--- src/rtl/pi_multi_ctrl.sv ---
// Time-multiplexed PI controller: NCH voltage loops share one multiplier.
// Each channel runs ERR -> MI -> MP -> WB with conditional-integration anti-windup.
module pi_multi_ctrl #(
   parameter int NCH = 2,
   parameter int IW  = 16,
   parameter int GW  = 18,
   parameter int GF  = 14,
   parameter int AW  = 22,
   parameter int OW  = 7
) (
   input  logic              clock,
   input  logic              reset,
   input  logic              start_port,
   input  logic [NCH-1:0]    en_mask,
   input  logic [NCH*IW-1:0] vref_flat,
   input  logic [NCH*IW-1:0] vmeas_flat,
   input  logic [NCH*GW-1:0] kp_flat,
   input  logic [NCH*GW-1:0] ki_flat,
   output logic              busy,
   output logic              done_port,
   output logic [NCH*OW-1:0] duty_flat,
   output logic [NCH*AW-1:0] u_flat,
   output logic [NCH-1:0]    sat_flags
);
   localparam int EW  = IW + 1;
   localparam int PW  = EW + GW;
   localparam int SW  = PW + 1;
   localparam int IPW = AW - GF;
   localparam int KW  = (NCH > 1) ? $clog2(NCH) : 1;
   localparam int DMAX = (2 ** OW) - 1;
   localparam logic [KW-1:0] K_LAST = KW'(NCH - 1);
   localparam logic signed [AW-1:0] U_MAX = {1'b0, {(AW-1){1'b1}}};
   localparam logic signed [AW-1:0] U_MIN = {1'b1, {(AW-1){1'b0}}};
   localparam logic signed [SW-1:0] SUM_MAX = {{(SW-AW+1){1'b0}}, {(AW-1){1'b1}}};
   localparam logic signed [SW-1:0] SUM_MIN = {{(SW-AW+1){1'b1}}, {(AW-1){1'b0}}};

   localparam logic [2:0] S_IDLE = 3'd0;
   localparam logic [2:0] S_ERR  = 3'd1;
   localparam logic [2:0] S_MI   = 3'd2;
   localparam logic [2:0] S_MP   = 3'd3;
   localparam logic [2:0] S_WB   = 3'd4;
   localparam logic [2:0] S_DONE = 3'd5;

   function automatic logic signed [AW-1:0] sat_aw(input logic signed [SW-1:0] v);
      if (v > SUM_MAX)      sat_aw = U_MAX;
      else if (v < SUM_MIN) sat_aw = U_MIN;
      else                  sat_aw = v[AW-1:0];
   endfunction

   function automatic logic ip_over(input logic signed [IPW-1:0] ip);
      ip_over = (int'(ip) > DMAX);
   endfunction

   function automatic logic [OW-1:0] clamp_duty(input logic signed [IPW-1:0] ip);
      int v;
      v = int'(ip);
      if (v < 0)         clamp_duty = '0;
      else if (v > DMAX) clamp_duty = '1;
      else               clamp_duty = OW'(v);
   endfunction

   logic [2:0]           state;
   logic [KW-1:0]        k;
   logic [NCH-1:0]       en_sh;
   logic [IW-1:0]        vref_sh  [NCH];
   logic [IW-1:0]        vmeas_sh [NCH];
   logic signed [GW-1:0] kp_sh    [NCH];
   logic signed [GW-1:0] ki_sh    [NCH];
   logic signed [AW-1:0] x_r      [NCH];
   logic signed [AW-1:0] u_r      [NCH];
   logic [OW-1:0]        duty_r   [NCH];
   logic [NCH-1:0]       sat_r;

   logic signed [EW-1:0] e_p0;
   logic signed [AW-1:0] xc_p1;
   logic signed [AW-1:0] uc_p2;
   logic [OW-1:0]        duty_p2;
   logic                 shi_p2, slo_p2;

   logic signed [EW-1:0]  e_next;
   logic signed [GW-1:0]  gain_sel;
   logic signed [AW-1:0]  addend;
   logic signed [PW-1:0]  prod;
   logic signed [SW-1:0]  sum;
   logic signed [AW-1:0]  sum_sat;
   logic signed [IPW-1:0] ip;
   logic                  hold_x;

   // The single shared multiplier: ki*e in MI, kp*e in MP.
   assign e_next   = $signed(EW'(vref_sh[k]) - EW'(vmeas_sh[k]));
   assign gain_sel = (state == S_MI) ? ki_sh[k] : kp_sh[k];
   assign addend   = (state == S_MI) ? x_r[k] : xc_p1;
   assign prod     = PW'(gain_sel) * PW'(e_p0);
   assign sum      = SW'(prod) + SW'(addend);
   assign sum_sat  = sat_aw(sum);
   assign ip       = sum_sat[AW-1:GF];
   assign hold_x   = (shi_p2 && !e_p0[EW-1] && (e_p0 != '0)) || (slo_p2 && e_p0[EW-1]);

   // Shadow capture and per-stage datapath registers
   always_ff @(posedge clock) begin
      if (state == S_IDLE && start_port) begin
         for (int i = 0; i < NCH; i++) begin
            vref_sh[i]  <= vref_flat[i*IW +: IW];
            vmeas_sh[i] <= vmeas_flat[i*IW +: IW];
            kp_sh[i]    <= kp_flat[i*GW +: GW];
            ki_sh[i]    <= ki_flat[i*GW +: GW];
         end
      end
      case (state)
         S_ERR: e_p0 <= e_next;
         S_MI:  xc_p1 <= sum_sat;
         S_MP: begin
            uc_p2   <= sum_sat;
            duty_p2 <= clamp_duty(ip);
            shi_p2  <= ip_over(ip) || (sum_sat == U_MAX);
            slo_p2  <= ip[IPW-1];
         end
         default: ;
      endcase
   end

   // Sequencer and committed per-channel state
   always_ff @(posedge clock or negedge reset) begin
      if (!reset) begin
         state     <= S_IDLE;
         k         <= '0;
         busy      <= 1'b0;
         done_port <= 1'b0;
         en_sh     <= '0;
         sat_r     <= '0;
         for (int i = 0; i < NCH; i++) begin
            x_r[i]    <= '0;
            u_r[i]    <= '0;
            duty_r[i] <= '0;
         end
      end else begin
         done_port <= 1'b0;
         case (state)
            S_IDLE: if (start_port) begin
               en_sh <= en_mask;
               busy  <= 1'b1;
               k     <= '0;
               state <= S_ERR;
            end
            S_ERR: state <= S_MI;
            S_MI:  state <= S_MP;
            S_MP:  state <= S_WB;
            S_WB: begin
               if (en_sh[k]) begin
                  u_r[k]    <= uc_p2;
                  duty_r[k] <= duty_p2;
                  sat_r[k]  <= shi_p2 | slo_p2;
                  if (!hold_x) x_r[k] <= xc_p1;
               end else begin
                  u_r[k]    <= '0;
                  duty_r[k] <= '0;
                  sat_r[k]  <= 1'b0;
                  x_r[k]    <= '0;
               end
               if (k == K_LAST) begin
                  state <= S_DONE;
               end else begin
                  k     <= k + KW'(1);
                  state <= S_ERR;
               end
            end
            S_DONE: begin
               done_port <= 1'b1;
               busy      <= 1'b0;
               state     <= S_IDLE;
            end
            default: state <= S_IDLE;
         endcase
      end
   end

   for (genvar g = 0; g < NCH; g++) begin : g_pack
      assign duty_flat[g*OW +: OW] = duty_r[g];
      assign u_flat[g*AW +: AW]    = u_r[g];
   end
   assign sat_flags = sat_r;

endmodule

--- config.mk ---
export PLATFORM = sky130hd
export DESIGN_NAME = pi_multi_ctrl
export DESIGN_NICKNAME = d
export VERILOG_FILES = /design/src/rtl/pi_multi_ctrl.sv
export SDC_FILE = /design/constraint.sdc
export NUM_CORES = 1
export LEC_CHECK = 0
export CAP_MARGIN = 20
export CELL_PAD_IN_SITES_DETAIL_PLACEMENT = 0
export CELL_PAD_IN_SITES_GLOBAL_PLACEMENT = 1
export CORE_UTILIZATION = 52
export DETAILED_ROUTE_END_ITERATION = 16
export DONT_BUFFER_PORTS = 1
export GPL_TIMING_DRIVEN = 0
export PLACE_DENSITY = 0.79
export SYNTH_ARGS = -nofsm -noshare
export SYNTH_HDL_FRONTEND = slang
export SYNTH_SLANG_ARGS = --single-unit
--- constraint.sdc ---
create_clock -name clock -period 21.1 [get_ports clock]
set_input_delay 5.275 -clock clock [delete_from_list [all_inputs] [get_ports clock]]
set_output_delay 5.275 -clock clock [all_outputs]
set_load 0.02 [all_outputs]
# Yosys cells after proc, flatten, opt, wreduce, memory -nomap -nowiden
# Memory sizes are Yosys's and may differ from the RTL's.
# Index checks and enable logic that the tools add are counted.
dict set report totals {
  ff_bits 182
  word_cells 104
  memories 4
  inputBits 141
  ram_bits 136
  out_inout_bits 62
}
# name depth word_bits read_ports rd_ports_with_merged_regs write_ports line
set mem_list {}
lappend mem_list {ki_sh 2 18 1 0 2 68} ;# logic signed [GW-1:0] ki_sh [NCH];
lappend mem_list {kp_sh 2 18 1 0 2 67} ;# logic signed [GW-1:0] kp_sh [NCH];
lappend mem_list {vmeas_sh 2 16 1 0 2 66} ;# logic [IW-1:0] vmeas_sh [NCH];
lappend mem_list {vref_sh 2 16 1 0 2 65} ;# logic [IW-1:0] vref_sh [NCH];
dict set report classes {
  bitwise 9
  n_reduce_logical 17
  n_addsub 3
  mux 36
  eq_ne 8
  n_lt_le_gt_ge 8
  multipliers 1
}
# cell n
set op_table {}
lappend op_table {{two-way mux 22 bit} 7}
lappend op_table {{two-way mux 44 bit} 3}
lappend op_table {{bitwise AND 44 bit} 2}
lappend op_table {{bitwise mux 44 bit} 2}
lappend op_table {{inverter 44 bit} 1}
lappend op_table {{adder 35 x 22 -> 36 bit} 1}
lappend op_table {{greater-than comparator 36 x 22 -> 1 bit (second input constant)} 1}
lappend op_table {{< comparator 36 x 22 -> 1 bit (second input constant)} 1}
lappend op_table {{multiplier 18 x 17 -> 35 bit} 1}
lappend op_table {{demux 22 bit (select 1 bit)} 1}
lappend op_table {{== test 22 bit (second input constant)} 1}
lappend op_table {{two-way mux 18 bit} 1}
lappend op_table {{nonzero test 17 bit} 1}
lappend op_table {{subtractor 16 x 16 -> 17 bit} 1}
lappend op_table {{case mux 3 bit (5 select lines)} 1}
lappend op_table {{bitwise AND 14 bit} 1}
lappend op_table {{bitwise mux 14 bit} 1}
lappend op_table {{two-way mux 14 bit} 1}
lappend op_table {{two-way mux 7 bit} 2}
lappend op_table {{inverter 14 bit} 1}
lappend op_table {{two-way mux 1 bit} 9}
lappend op_table {{greater-than comparator 8 bit (second input constant)} 1}
lappend op_table {{< comparator 8 x 1 -> 1 bit (second input constant)} 1}
lappend op_table {{AND reduction 2 bit} 4}
lappend op_table {{24 further kinds} 36}

# Depth between registers and ports, before layout
dict set report depth {
  word_depth 11
  depth_mapped 32
  ltp_nobuf 27
}

# Least setup slack after synthesis
# Ideal clock, no wire load.
dict set report synth_timing {
  kind {input to register}
  from {input start_port}
  to {register en_sh[0]}
  setup_ns 0.137
  setup_slack_ns 0.019
  arrival_ns 20.944
  path_buffers 0
  path_stages 2
  required_ns 20.963
  path_cell_list {nor4b_1 > mux2_2}
}
dict set report synth_between {
  elab_chain_len 1
}
# element line
set synth_lines {}
lappend synth_lines {{start, declared} 13} ;# input logic start_port,
lappend synth_lines {{AND reduction 2 bit (no line)} n/a}
lappend synth_lines {{end signal, assigned} 140} ;# en_sh <= en_mask;
lappend synth_lines {{end, declared} 64} ;# logic [NCH-1:0] en_sh;
# Every way passes these cells.
# A chain may end at the register's enable or synchronous reset.

# Worst setup path in the final report
dict set report layout_timing {
  from {register state[1]}
  to {register uc_p2[5], data pin}
}
dict set report layout_between {
  elab_chain_len 7
  elab_cells_between_ends 9
  cone_classes {add/sub (1); mul (1); order compare (2); eq/ne (1); mux (4)}
}
# element line
set layout_lines {}
lappend layout_lines {{start, declared} 62} ;# logic [2:0] state;
lappend layout_lines {{start signal, assigned} 125} ;# state <= S_IDLE;
lappend layout_lines {{start signal, assigned} 143} ;# state <= S_ERR;
lappend layout_lines {{start signal, assigned} 145} ;# S_ERR: state <= S_MI;
lappend layout_lines {{== test 3 x 2 -> 1 bit *} {91, 92}}
lappend layout_lines {{two-way mux 18 bit} 91} ;# assign gain_sel = (state == S_MI) ? ki_sh[k] : kp_sh[k];
lappend layout_lines {{multiplier 18 x 17 -> 35 bit} 93} ;# assign prod = PW'(gain_sel) * PW'(e_p0);
lappend layout_lines {{adder 35 x 22 -> 36 bit *} 94} ;# assign sum = SW'(prod) + SW'(addend);
lappend layout_lines {{< comparator 36 x 22 -> 1 bit} 46} ;# else if (v < SUM_MIN) sat_aw = U_MIN;
lappend layout_lines {{two-way mux 22 bit} 46}
lappend layout_lines {{two-way mux 22 bit *} 45} ;# if (v > SUM_MAX) sat_aw = U_MAX;
lappend layout_lines {{named net sum_sat[5]} 85} ;# logic signed [AW-1:0] sum_sat;
lappend layout_lines {{end signal, assigned} 113} ;# uc_p2 <= sum_sat;
lappend layout_lines {{end, declared} 76} ;# logic signed [AW-1:0] uc_p2;
# The timed path passes the listed nets; every way through them passes the cells marked *.

==> results_dict.tcl <==
set metrics [dict create \
    grt_antenna_before_repair 3 \
    cts_tree "yes" \
    fin_util_pct 57.6 \
    final_layout_size_suffix_gt1_share_pct 5.82 \
    hold_buffers 0 \
    synth_cells 2396 \
    synth_top_flop_cell "edfxtp_1" \
    drt-total-wl_mm 67.5 \
    ctsHtreeMaxLevel 2 \
    drt-initial-drc-count 1441 \
    initial_core_util_pct 53.2 \
    io_pins 203 \
    max_slew_margin_pct 31.6 \
    finalSetupViolCount 0 \
    finalClockSkew_ps 17.8 \
    cpLargestDelayFamily "adder cells" \
    hold_path.startpoint "x_r[16]$_DFFE_PN0P_" \
    die_h_um 224 \
    grt_pass1_vias 17800 \
    fp.dieW_um 224 \
    yosysMostFrequentCell "inv_1" \
    fmax_mhz 87.8 \
    holdCritPathClass "flip-flop to flip-flop" \
    netlist_area_um2 25600 \
    drc 0 \
    syn_area_per_cell_um2 10.7 \
    worst_slew_pin_slew_ps 1030 \
    rsz0062_at_grt "no" \
    path_clk_slew_ps 60 \
    dr.pass1.iters 7 \
    synth_common_cells "inv_1, nand2_1, fa_1" \
    critical_path_class "flip-flop to flip-flop" \
    async_flop_share_pct 35.3 \
    ys_seq_elements 317 \
    whs_path_depth 2 \
    placed_area_um2 26600 \
    grt_start_max_net_pins 113 \
    maxCapViolCount 0 \
    grt_pass1_wl_mm 104 \
    status "completed" \
    ant_nets 0 \
    cts-resized-gates 0 \
    area.growth.synth_to_final_pct 8.25 \
    drt-wirelength-per-cell_um 21.5 \
    cp_slowest_stage_delay_ps 640 \
    critPathSlowestCell "buf_1" \
    cts_buffer_depth 3 \
    seq_area_frac_synth_pct 35.0 \
    fin_crit_sh_pct 54.0 \
    r2r_start "state[1]$_DFFE_PN0P_" \
    cp-end-kind "flip-flop" \
    path_buf_inv 8 \
    crit_top_cell "fa_1" \
    grt_usage_pct 27.8 \
    worstPathMaxFanout 10 \
    setup_slack_ps 9720 \
    root_buffer "clkbuf_16" \
    synth.distinct_cells 77 \
    final_area_um2 27700 \
    final.min_clock_period_ps 11380 \
    slew_viol_final 0 \
    vias 17300 \
    worstPathRequired_ps 21290 \
    rr_worst_depth 28 \
    gr-total-overflow 0 \
    dp_worst_setup_slack_ps 9630 \
    core_region_area_um2 48100 \
    arrival_ps 11580 \
    whs_ps 481 \
    gp_congestion 0.922 \
    cp-start-kind "flip-flop" \
    nNetsFinal 3039 \
    core.rowCount 80 \
    cts_buffers 34 \
    worstSkewPairLatency_ps 550 \
    finalHoldViolCount 0 \
    vias_per_cell 5.51 \
    portBuffers 0 \
    yosysWarningCount 0 \
    cts_sinks 317 \
    die_area_um2 50100 \
    postCtsSetupRepairBufs 0 \
    synth_area_leaders "fa_1, edfxtp_1, dfrtp_1" \
    syn-num-nets 2985 \
    synth_top_area_share_pct 26.4 \
    crit_cells 28 \
    dp_hpwl_mm 54.2 \
    synth_edf_count 205 \
    crit_start "state[1]$_DFFE_PN0P_" \
    yosysTopAreaCell "fa_1" \
]
state kept, by name (all words and copies together) (netlist names), 2 cells and up:
signal,cells
en_sh,2
duty_p2,7
state,3
x_r,44
sat_flags,2
uc_p2,22
vref_sh,32
vmeas_sh,32
u_flat,44
e_p0,17
xc_p1,22
duty_flat,14
ki_sh,36
kp_sh,36
final timing paths:
| path | endpoint | slack [ps] |
|---|---|---|
| worst max-delay path | uc_p2[5]$_DFFE_PN_ | 9720 |
| worst min register to register | x_r[16]$_DFFE_PN0P_ | 480 |
| worst min-delay path | x_r[16]$_DFFE_PN0P_ | 480 |
| max in group asynchronous | x_r[36]$_DFFE_PN0P_ | 16470 |
| worst max register to register | uc_p2[5]$_DFFE_PN_ | 9720 |
| min in group asynchronous | u_flat[31]$_DFFE_PN0P_ | 4420 |
placed cells by master (no fill, tap or decap), types with 8 or more instances in the layout:
cell,count
mux4_2,18
clkbuf_1,94
buf_4,16
dfrtp_1,112
o21ai_0,135
nor3_1,9
fa_1,338
o22ai_1,16
nand2b_1,11
nand3_1,11
a21o_1,10
xnor2_1,26
clkbuf_16,34
nand2_1,372
o211ai_1,15
edfxtp_1,205
and2_1,159
mux2_2,17
nor2_1,82
clkinv_2,9
ha_1,110
a21oi_1,56
nand4_1,13
xor2_1,17
inv_1,390
mux2i_1,41
nor3b_1,16
or3_1,8
per-layer routing:
layer  share of wire (%)  global-route usage, %  vias up
met4                 2.6                   7.80        0
li1                    -                      -     7789
met2                  45                   43.0      690
met5                   0                      0        -
met3                 9.2                   7.33       93
met1                  43                   38.7     8700
cell type report:
class,count,area [µm²]
plain buffers,111,455
diodes,1,2.50
clock buffers,40,903
clock inverters,21,206
fillers,4057,20400
well taps,656,821
multi-input cells,1577,14700
inverters,391,1470
flip-flops and latches,317,8960
repair buffers,18,166
worst min-delay path: stages, from the launching register on:
cell and delay (ps):
dfrtp_1 340, nand2_1 50, o21ai_0 60
per-stage QoR:
stage / TNS, ps / std cells
final: 0 / 3132
after global routing: 0 / 3132
after CTS: 0 / 3130
after detailed placement: 0 / 3069
after global placement: -388820 / 3052
after floorplan: 0 / 2396
cell families after synthesis:
kind of cell    share of synthesized area (%)
simple gates                             13.4
buf+inv                                  7.51
fa+ha+maj                                31.8
flops                                    35.0
compound gates                           6.87
mux                                      3.93
xor+xnor                                 1.53
Power is left out: the tool's default activity adds up to more than one toggle a clock period on the data nets, which glitch-free logic cannot reach.
